## config.mk

```make
export PLATFORM = sky130hd
export DESIGN_NAME = sram_port_arbiter
export DESIGN_NICKNAME = d
export VERILOG_FILES = /design/src/rtl/sram_port_arbiter_pkg.sv /design/src/rtl/sram_port_arbiter.sv
export SDC_FILE = /design/constraint.sdc
export NUM_CORES = 1
export LEC_CHECK = 0
export CORE_MARGIN = 10
export CORE_UTILIZATION = 25
export CTS_CLUSTER_SIZE = 24
export DETAILED_ROUTE_END_ITERATION = 8
export PLACE_DENSITY_LB_ADDON = 0.15
export SLEW_MARGIN = 30
export SYNTH_ARGS = -nofsm -noshare
export SYNTH_HDL_FRONTEND = slang
export SYNTH_SLANG_ARGS = --single-unit
```

## constraint.sdc

```tcl
create_clock -name clk -period 1.6 [get_ports clk]
set_input_delay 0.24 -clock clk [delete_from_list [all_inputs] [get_ports clk]]
set_output_delay 0.24 -clock clk [all_outputs]
set_load 0.005 [all_outputs]
```

## src/rtl/sram_port_arbiter_pkg.sv

```systemverilog
// Shared types for the two-master SRAM arbiter: FSM states, write-strobe encodings
// and the strobe-to-byte-mask helper.
package sram_arb_pkg;

  typedef enum logic [1:0] {
    IDLE   = 2'd0,
    ACCESS = 2'd1,
    RDATA  = 2'd2,
    DONE   = 2'd3
  } arb_state_e;

  localparam logic [3:0] WSTRB_READ         = 4'b0000;
  localparam logic [3:0] WSTRB_BYTE0        = 4'b0001;
  localparam logic [3:0] WSTRB_BYTE1        = 4'b0010;
  localparam logic [3:0] WSTRB_BYTE2        = 4'b0100;
  localparam logic [3:0] WSTRB_BYTE3        = 4'b1000;
  localparam logic [3:0] WSTRB_LOWER_HWORD  = 4'b0011;
  localparam logic [3:0] WSTRB_HIGHER_HWORD = 4'b1100;
  localparam logic [3:0] WSTRB_WORD         = 4'b1111;

  // Reads enable every byte; any other strobe pattern maps bytewise, legal or not.
  function automatic logic [31:0] strb_to_mask(input logic [3:0] wstrb);
    logic [31:0] mask;
    mask = '0;
    case (wstrb)
      WSTRB_READ,
      WSTRB_WORD:         mask = 32'hFFFF_FFFF;
      WSTRB_BYTE0:        mask = 32'h0000_00FF;
      WSTRB_BYTE1:        mask = 32'h0000_FF00;
      WSTRB_BYTE2:        mask = 32'h00FF_0000;
      WSTRB_BYTE3:        mask = 32'hFF00_0000;
      WSTRB_LOWER_HWORD:  mask = 32'h0000_FFFF;
      WSTRB_HIGHER_HWORD: mask = 32'hFFFF_0000;
      default: begin
        for (int n = 0; n < 4; n++) begin
          mask[8*n +: 8] = {8{wstrb[n]}};
        end
      end
    endcase
    return mask;
  endfunction

endpackage

```

## src/rtl/sram_port_arbiter.sv

```systemverilog
// Round-robin arbiter/sequencer sharing one masked SRAM between core (m0) and loader (m1).
// Fixed 3-cycle valid->ready, one access per 4 cycles; the losing master's valid simply waits.
module sram_port_arbiter
  import sram_arb_pkg::*;
#(
  parameter int ADDR_BITS = 10,
  parameter int DATA_BITS = 32
) (
  input  logic                 clk,
  input  logic                 nRST,

  input  logic                 m0_valid,
  input  logic [31:0]          m0_addr,
  input  logic [DATA_BITS-1:0] m0_wdata,
  input  logic [3:0]           m0_wstrb,
  output logic                 m0_ready,
  output logic [DATA_BITS-1:0] m0_rdata,

  input  logic                 m1_valid,
  input  logic [31:0]          m1_addr,
  input  logic [DATA_BITS-1:0] m1_wdata,
  input  logic [3:0]           m1_wstrb,
  output logic                 m1_ready,
  output logic [DATA_BITS-1:0] m1_rdata,

  output logic                 sram_rd_en,
  output logic                 sram_wr_en,
  output logic [ADDR_BITS-1:0] sram_addr,
  output logic [DATA_BITS-1:0] sram_wdata,
  output logic [DATA_BITS-1:0] sram_mask,
  input  logic [DATA_BITS-1:0] sram_rdata,

  output logic                 grant
);

  arb_state_e           r_state;
  logic                 r_grant;
  logic [ADDR_BITS-1:0] r_addr;
  logic [DATA_BITS-1:0] r_wdata;
  logic [3:0]           r_wstrb;
  logic [DATA_BITS-1:0] r_mask;
  logic                 r_rd_en;
  logic                 r_wr_en;
  logic                 r_m0_ready;
  logic                 r_m1_ready;
  logic [DATA_BITS-1:0] r_m0_rdata;
  logic [DATA_BITS-1:0] r_m1_rdata;

  logic                 w_pick;
  logic [31:0]          w_sel_addr;
  logic [DATA_BITS-1:0] w_sel_wdata;
  logic [3:0]           w_sel_wstrb;
  logic                 w_unused_addr_bits;

  // On a tie the master that did not own the last transaction wins.
  assign w_pick      = (m0_valid && m1_valid) ? ~r_grant : m1_valid;
  assign w_sel_addr  = w_pick ? m1_addr  : m0_addr;
  assign w_sel_wdata = w_pick ? m1_wdata : m0_wdata;
  assign w_sel_wstrb = w_pick ? m1_wstrb : m0_wstrb;

  // Byte offset and bits above the SRAM window are dropped, so addresses alias.
  assign w_unused_addr_bits = ^{w_sel_addr[31:ADDR_BITS+2], w_sel_addr[1:0]};

  always_ff @(posedge clk or negedge nRST) begin
    if (!nRST) begin
      r_state    <= IDLE;
      r_grant    <= 1'b1;
      r_addr     <= '0;
      r_wdata    <= '0;
      r_wstrb    <= '0;
      r_mask     <= '0;
      r_rd_en    <= 1'b0;
      r_wr_en    <= 1'b0;
      r_m0_ready <= 1'b0;
      r_m1_ready <= 1'b0;
      r_m0_rdata <= '0;
      r_m1_rdata <= '0;
    end else begin
      case (r_state)
        IDLE: begin
          if (m0_valid || m1_valid) begin
            r_grant <= w_pick;
            r_addr  <= w_sel_addr[ADDR_BITS+1:2];
            r_wdata <= w_sel_wdata;
            r_wstrb <= w_sel_wstrb;
            r_mask  <= strb_to_mask(w_sel_wstrb);
            r_wr_en <= (w_sel_wstrb != WSTRB_READ);
            r_rd_en <= (w_sel_wstrb == WSTRB_READ);
            r_state <= ACCESS;
          end
        end
        ACCESS: begin
          r_rd_en <= 1'b0;
          r_wr_en <= 1'b0;
          r_state <= RDATA;
        end
        RDATA: begin
          if (r_wstrb == WSTRB_READ) begin
            if (r_grant) begin
              r_m1_rdata <= sram_rdata;
            end else begin
              r_m0_rdata <= sram_rdata;
            end
          end
          r_m0_ready <= ~r_grant;
          r_m1_ready <= r_grant;
          r_state    <= DONE;
        end
        DONE: begin
          // Returning through IDLE keeps a still-held valid from being taken twice.
          r_m0_ready <= 1'b0;
          r_m1_ready <= 1'b0;
          r_state    <= IDLE;
        end
        default: r_state <= IDLE;
      endcase
    end
  end

  assign m0_ready   = r_m0_ready;
  assign m1_ready   = r_m1_ready;
  assign m0_rdata   = r_m0_rdata;
  assign m1_rdata   = r_m1_rdata;
  assign sram_rd_en = r_rd_en;
  assign sram_wr_en = r_wr_en;
  assign sram_addr  = r_addr;
  assign sram_wdata = r_wdata;
  assign sram_mask  = r_mask;
  assign grant      = r_grant;

endmodule

```

==> results.txt, run 1 <==
- Maximum clock skew at final layout: approximately 0.0095 ns
* Largest net degree at the start of global routing: 40
- Global routing finished with a remaining overflow of 0.
* Yosys top cell by area: dfrtp_1
* Slew margin rel.: 78.2%
- STA classifies the critical path startpoint as a register.
- Most used standard cells in the synthesized netlist: dfrtp_1 (120), nand2_1 (87), mux2_4 (60), nor2_1 (47), a31oi_1 (44)
- In this run the worst path has a maximum fanout of 14.
- The cell sitting at the root of the clock tree is a clkbuf_16.
- The critical path is of the register to register type.
* Floorplan row count: 54
- Largest delay contributor family on the critical path: simple AND/OR/NAND/NOR gates
* Per-cell routed wire length: 18.2 um
* Number of CTS-inserted buffers: 17
* Boundary Pins: between 300 and 400
- Vertical die dimension: roughly 170 um
- The die covers roughly 29,000 sq um.
- Violated checks: negative setup slack
* Antenna Nets Post-Route: 0
* Via/cell ratio: 4.38
- Yosys mapped a number of flops with a built-in enable equal to 0.
- The first global-routing pass estimated 29,800 um of wire.
- Core utilization of the finished layout: a little over two fifths
- Synthesis produced a netlist whose cell count is about 480.
- Clk buf depth: 2
* Total power divided by cell area: about 1700 nW/um^2
* Least-Margin Pin Slew: roughly 0.32 ns
- Input/output buffers: 270
* Worst Setup Slack post-DPL: -0.190 ns
* Average footprint of a synthesized cell: 11.8 sq um
- Run status: finished, violations left
- The final critical path takes up 103% of the cycle.
- Maximum frequency from static timing analysis: 604 MHz
* Fraction of final layout cells with drive strength greater than 1: 21.8%
* Drt first pass iters: 4
* CTS sink cnt: 121
- Clock-pin slew on the worst setup and hold paths: 0.06 ns
- In the post-route analysis, the smallest setup slack over all paths is -0.0546 ns.
* Most used flip-flop cell after synthesis: dfrtp_1
* H-tree lvl count: 4
- TritonCTS built the clock tree.
- Slowest stage delay, CP: 0.40 ns
- Number of max-capacitance violations reported: 0
* Setup repair after global routing missed its margin: yes
- The worst register-to-register path ends at m1_rdata[19]$_DFFE_PN0P_.
- Summed over all nets, the half-perimeter wirelength after detailed placement is 14,200 um.
* Latest clock arrival within the worst-skew pair: ~0.41 ns
- First-iteration detailed-routing DRC count: between 150 and 200
* Warning count from the yosys run: 0
- The number of nets in the synthesized netlist is 653.
* Number of cells on the worst reg-to-reg path: 4
- The routed layout has ~4,600 vias.
* Fin. Hold Viols: 0
- For this run, the register share of the synthesized area comes to between 50% and 60%.
- In the post-synthesis netlist, the biggest area contributors are dfrtp_1 (54%), mux2_4 (16%), nand2_1 (5.8%), a31oi_1 (4.9%), buf_4 (4.0%).
- Count leader, synth: dfrtp_1
- X dimension of the die: 170 um
* Number of antenna violations at the first check in global routing: 1
* Count of pins over their slew limit: 0
- For this configuration, the core starts out at a cell density of between 20% and 30%.
- Number of DRC violations after detailed routing: 0
- Data required, critical path: between 1.5 and 2 ns
* Synthesis-to-finish area growth: 69.5%
* Setup slack, reg-to-reg: -0.05 ns
* Post-synth top area share: a little over half
- The completed layout was analyzed and its total power is roughly 16,000 uW.
- Global routing consumed, over all layers together, between 10% and 20% of the routing resources.
- The worst setup path is captured at a register.
- The path class of the tightest hold or removal check is input pin to async pin.
- Setup violations remaining at the end of the flow were counted as 60.
* Leakage power summed over all cells: between 0.004 and 0.005 uW
- The final layout contains ~940 nets.
- For the finished layout, the period the worst path requires is approximately 1.7 ns.
- The number of buffers and inverters on the critical path is 1.
* Endpoint arrival time on the critical path: around 1.9 ns
* Setup_tns: -1.73 ns
- In the synthesized netlist the async set-or-reset flop fraction comes to 100%.
- At the end of routability-driven placement, the weighted congestion stood at between 0.7 and 0.8.
- Cell area after layout: 9490 sq um
- The core region is approximately 22,000 sq um.
- The signal on the critical path passes through nor4_4, and3_4, buf_12, mux2_4.
- Peak VDD IR: about 0.62 mV
- Total routed wirelength: between 15,000 and 20,000 um
- Post-synthesis sequential element count: approximately 120
- Number of global-route vias before repair: between 5,000 and 6,000
- Post-synthesis cell type count: 31
* Mapped cell area: about 5600 sq um
- Slowest CP cell: dfrtp_1
* Source of the worst register-to-register timing path: r_wstrb[1]$_DFFE_PN0P_
- Placed cell area: 8700 sq um
-- per-layer routing --
layer | vias to the layer above | part of all wire [%] | global-route usage (%)
met5 | - | 0 | 0
met4 | 0 | 1.6 | 4.43
met3 | 21 | 10 | 6.63
met2 | 198 | 46 | 20.8
met1 | 2224 | 42 | 15.1
li1 | 2185 | - | -
-- flip-flops by register name (all words and copies together), names as in the netlist, 2 cells and up --
signal and flops:
m0_rdata 32, m1_rdata 32, sram_wdata 32, sram_addr 10
r_wstrb 4, sram_mask 4, r_state 2
-- logic make-up (layout without fill, tap and decap cells) --
| group | count (synthesis) | count (layout) | synth area share (%) |
|---|---|---|---|
| adders and majority gates | 5 | 5 | 1.12 |
| other | 0 | 1 | 0 |
| and+or+nand+nor | 157 | 157 | 11.7 |
| DFF | 121 | 121 | 54.1 |
| buffers and inverters | 60 | 360 | 7.69 |
| AOI/OAI and AO/OA | 65 | 65 | 7.82 |
| muxes | 68 | 68 | 17.6 |
-- placed cells by master, fill, tap and decap left out, drive strengths merged --
master and instances:
nand3 1, clkdlybuf4s15 1, bufbuf 1, a21boi 1, a21bo 2, dfrtp 120, o32a 3, a32oi 3
clkinvlp 1, mux2i 3, nand2b 1, dlygate4sd3 1, bufinv 3, clkinv 6, o31ai 2, and3 1
dlygate4sd2 35, a21oi 2, nor4 9, ha 5, clkbuf 19, clkdlybuf4s50 220, buf 54, inv 6
dfstp 1, diode 1, o21a 4, nor2 47, mux2 65, o21ai 4, nor3 4, a31oi 44
dlymetal6s2s 13, nand2 87, nor3b 1, nor2b 6
-- worst max path at each step --
stage	startpoint	endpoint	slack, ns	depth (start not counted)
after floorplan	r_state[0]$_DFFE_PN0P_	m1_rdata[10]$_DFFE_PN0P_	0.02	6
after global placement	m0_valid	sram_wdata[12]$_DFFE_PN0P_	-0.16	5
after detailed placement	m0_valid	sram_wdata[3]$_DFFE_PN0P_	-0.19	5
after CTS	r_wstrb[1]$_DFFE_PN0P_	m0_rdata[11]$_DFFE_PN0P_	-0.07	5
after global routing	r_wstrb[1]$_DFFE_PN0P_	m1_rdata[15]$_DFFE_PN0P_	-0.12	4
final	r_wstrb[1]$_DFFE_PN0P_	m1_rdata[19]$_DFFE_PN0P_	-0.05	4
-- final cells by class --
| cell class | count | area, sq um |
|---|---|---|
| Antenna cell | 1 | 2.50 |
| Clock buffer | 18 | 439 |
| Clock inverter | 13 | 169 |
| Fill cell | 2096 | 12500 |
| Inverter | 3 | 11.3 |
| Multi-Input combinational cell | 295 | 2210 |
| Sequential cell | 121 | 3030 |
| Tap cell | 280 | 350 |
| Timing Repair Buffer | 326 | 3270 |
-- report_power, final --
group	total [uW]	leakage [uW]	switching (uW)	internal (uW)
Clock	3980	0.000297	1480	2500
Sequential	5030	0.00145	722	4310
Combinational	6930	0.00251	2590	4340
Total	15900	0.00426	4790	11100
-- metrics by stage --
step,instances,hold WS [ns]
finish,1057,0.294
global placement,1012,0.149
floorplan,476,-0.0556
global route,1056,0.297
detailed placement,1012,0.150
CTS,1054,0.279
-- timing repair --
action / 4_1_cts / 5_1_grt
endpoints found under the setup margin: 150 / 114
hold buffers: 1 / 0
buffers inserted: 9 / 1
endpoints found under the hold margin: 17 / 0
gates resized for setup: 55 / 15
gates cloned: 1 / 1
Power figures use the tool's default switching activity.
==> run 2: changes to the inputs <==
CAP_MARGIN = 20   (was unset)
GPL_ROUTABILITY_DRIVEN = 0   (was unset)
==> results of run 2 <==
The final DEF is identical to that of run 1; final timing and power are the same.
==> run 3: changes to the inputs <==
SETUP_SLACK_MARGIN = 0.02   (was unset)
==> run 3 against run 2 <==
The flow still finishes with violations (negative setup slack). Worst setup slack gained 0.023 ns. Via count rose by 0.32%. Sequential power about the same. Critical path type unchanged.
==> results.txt, run 3 (synthesized netlist as in run 1, its figures left out) <==
- The cell family contributing the most delay on the critical path is simple AND/OR/NAND/NOR gates.
- The total count of hold-check failures in the final report was 0 (unchanged).
- The number of antenna violations at the first check in global routing is 1 (unchanged).
* Area of the core: 22,000 sq um (unchanged)
- The post-detailed-route count of antenna-violating nets is 0 (unchanged).
- The library cell used most frequently in the layout, excluding fill and tap cells, is clkdlybuf4s50_1.
- The min-delay analysis places its worst path in the category input pin to async pin.
- Endpoint arrival time on the critical path: 1.92 ns (-0.02 ns)
- The global router's overall resource usage came to 13.2% (about the same).
- Crit path from: r_wstrb[1]$_DFFE_PN0P_
* Wire length of the first global-routing pass: 29,800 um (about the same)
- Post-placement cell count: 1,012 (unchanged)
- Gate power share: 43.2% (-0.3 points)
- STA classifies the critical path startpoint as a register.
- The clock insertion delay at the later pin of the skew report came to 0.41 ns (about the same).
* Number of CTS-inserted buffers: 17 (unchanged)
- Number of global-route vias before repair: 5,168 (+0.077%)
- Critical Path, Cell by Cell: nor4_4, and3_4, buf_12, mux2_4
* CP Class: register to register
- Worst Setup Slack, final: -0.0316 ns (+0.0230 ns)
- The standard-cell row count is 54 (unchanged).
* Placed cell area: 8700 sq um (unchanged)
- NumNets Final: 945 (+0.43%)
- Number of max-capacitance violations reported: 0 (unchanged)
- Via/cell ratio: 4.38 (about the same)
* Die Footprint: 28,800 sq um (unchanged)
- The overflow left after global routing came to 0 (unchanged).
* Maximum frequency from static timing analysis: 613 MHz (+1.4%)
- Internal power: 11,000 uW (-0.91%)
- Slew margin rel.: 77.8% (-0.45 points)
- The largest net degree at the start of global routing was 40 (unchanged).
* Leakage power summed over all cells: 0.00459 uW (+7.9%)
- STA classifies the critical path endpoint as a register.
- The checks that failed: negative setup slack.
* Boundary Pins: 315 (unchanged)
- The switching component of the power was 4780 uW (about the same).
- The clock tree skew after final layout was 0.00997 ns (+0.000472 ns).
- The tree is rooted in a clkbuf_16.
* Synthesis-to-finish area growth: 70.8%
- The clock transition time at the flip-flop clock pins of the worst setup and hold paths was 0.06 ns (about the same).
- The final-layout setup total negative slack was -0.875 ns (+0.857 ns).
* Clock tree from TritonCTS: yes
- Slowest CP cell: dfrtp_1
- The slew at the pin closest to its max-slew limit was 0.330 ns (+0.00665 ns).
* Flop pwr share: 31.7% (about the same)
- Core utilization of the finished layout: 43.6% (+0.34 points)
- The number of I/O port buffers came to 270 (unchanged).
* Switching part of the total: 30.2% (+0.18 points)
* H-tree lvl count: 4 (unchanged)
- Final HPWL from detailed placement: 14,200 um (unchanged)
- Count of pins over their slew limit: 0 (unchanged)
* Number of cells on the worst reg-to-reg path: 4 (unchanged)
- Setup repair after global routing could not meet its margin everywhere.
- The worst register-to-register path begins at r_wstrb[1]$_DFFE_PN0P_.
* Clk buf depth: 2 (unchanged)
- The vias after detailed routing is 4,643 (+0.32%).
* Clock network power share: 25.1% (about the same)
* Count of buffering cells on the critical path with inverters included: 1 (unchanged)
- Data required, critical path: 1.89 ns (about the same)
- Maximum fanout count along the critical path: 16 (+2)
- Peak VDD IR: 0.587 mV (-5.0%)
- Vertical die dimension: 170 um (unchanged)
* Commonest cells after routing, fill and taps aside: clkdlybuf4s50_1 (187), dfrtp_1 (116), nand2_1 (87)
* Drt first pass iters: 4 (unchanged)
* Count of endpoints failing setup in the final report: 59 (-1.7%)
- First-iteration detailed-routing DRC count: 162 (-13%)
- Slowest stage delay, CP: 0.40 ns (about the same)
- The setup slack of the worst register-to-register path was -0.03 ns (+0.02 ns).
- The final period utilization came to 102% (-1.4 points).
- Total power divided by cell area: 1650 nW/um^2 (-1.4%)
- The final period demand of the worst path was 1.63 ns (-0.0230 ns).
- The flow ran to the end, but the final reports show violations.
* Starting density of the core: 25.5% (unchanged)
- The final wirelength came to 19,100 um (-0.43%).
- The total non-filler cell area in the finished layout was 9570 sq um (+0.78%).
- The post-route DRC violation count is 0 (unchanged).
* Reg-to-reg critical path endpoint: m1_rdata[12]$_DFFE_PN0P_
- Per-cell routed wire length: 18.0 um (-0.81%)
* CTS sink cnt: 121 (unchanged)
- X dimension of the die: 170 um (unchanged)
- The fraction of final layout cells sized beyond drive strength 1 was 22.3% (+0.53 points).
- The number of cells in the finished layout apart from fillers was 1,061 (+0.38%).
[run 3: changes by cell type in the layout (fill, tap and decap cells not counted), moves of 4 or more]
cell             change
clkdlybuf4s50_1     -33
dlymetal6s2s_1      +29
buf_4                +4
dlygate4sd2_1        +4
[run 3: layer usage]
metal	global-route usage, %	vias to the layer above	share of wire (%)
li1	-	2191	-
met1	15.1	2223	42
met2	20.8	208	46
met3	6.61	21	10
met4	4.43	0	1.6
met5	0	-	0
[run 3: repair_timing]
action,CTS,global route
gates cloned,1,0
buffers inserted,10,5
hold buffers,1,0
resized for setup,58,48
pin swaps,0,0
setup endpoints to repair,155,158
endpoints found under the hold margin,17,0
[run 3: how the worst max path moves through the flow]
| stage | cells past startpoint | to | slack, ns |
|---|---|---|---|
| floorplan | 6 | m1_rdata[10]$_DFFE_PN0P_ | 0.02 |
| global placement | 5 | sram_wdata[12]$_DFFE_PN0P_ | -0.16 |
| detailed placement | 5 | sram_wdata[3]$_DFFE_PN0P_ | -0.19 |
| CTS | 5 | m0_rdata[11]$_DFFE_PN0P_ | -0.06 |
| global route | 5 | m0_rdata[18]$_DFFE_PN0P_ | -0.11 |
| finish | 4 | m1_rdata[12]$_DFFE_PN0P_ | -0.03 |
[run 3: final cells by class]
class,count,area (sq um)
Antenna cell,1,2.50
Multi-Input combinational cell,295,2210
Fill cell,2091,12400
Sequential cell,121,3030
Tap cell,280,350
Inverter,3,11.3
Timing Repair Buffer,330,3350
Clock buffer,18,439
Clock inverter,13,169
[run 3: worst reg2reg max path, delay by kind of cell (launching register included)]
family / cells / cell delay, ns
buffers and inverters: 1 / 0.19
flip-flops: 1 / 0.40
multiplexers: 1 / 0.33
AND/OR/NAND/NOR: 2 / 0.60
[run 3: power groups by stage]
stage               Sequential [uW]  Clock (uW)  Combinational [uW]
floorplan                      5140           0                2810
finish                         5010        3970                6840
detailed placement             5130           0                6940
CTS                            5040        4100                7080
global placement               5070           0                6920
global route                   5180        4230                7530
[run 3: stage by stage]
| stage | total power [uW] | hold WS, ns | worst slack (ns) |
|---|---|---|---|
| 2_1_floorplan | 7940 | -0.0556 | 0.0173 |
| 3_3_place_gp | 12000 | 0.149 | -0.164 |
| 3_5_place_dp | 12100 | 0.150 | -0.190 |
| 4_1_cts | 16200 | 0.279 | -0.0649 |
| 5_1_grt | 16900 | 0.297 | -0.105 |
| 6_report | 15800 | 0.290 | -0.0316 |
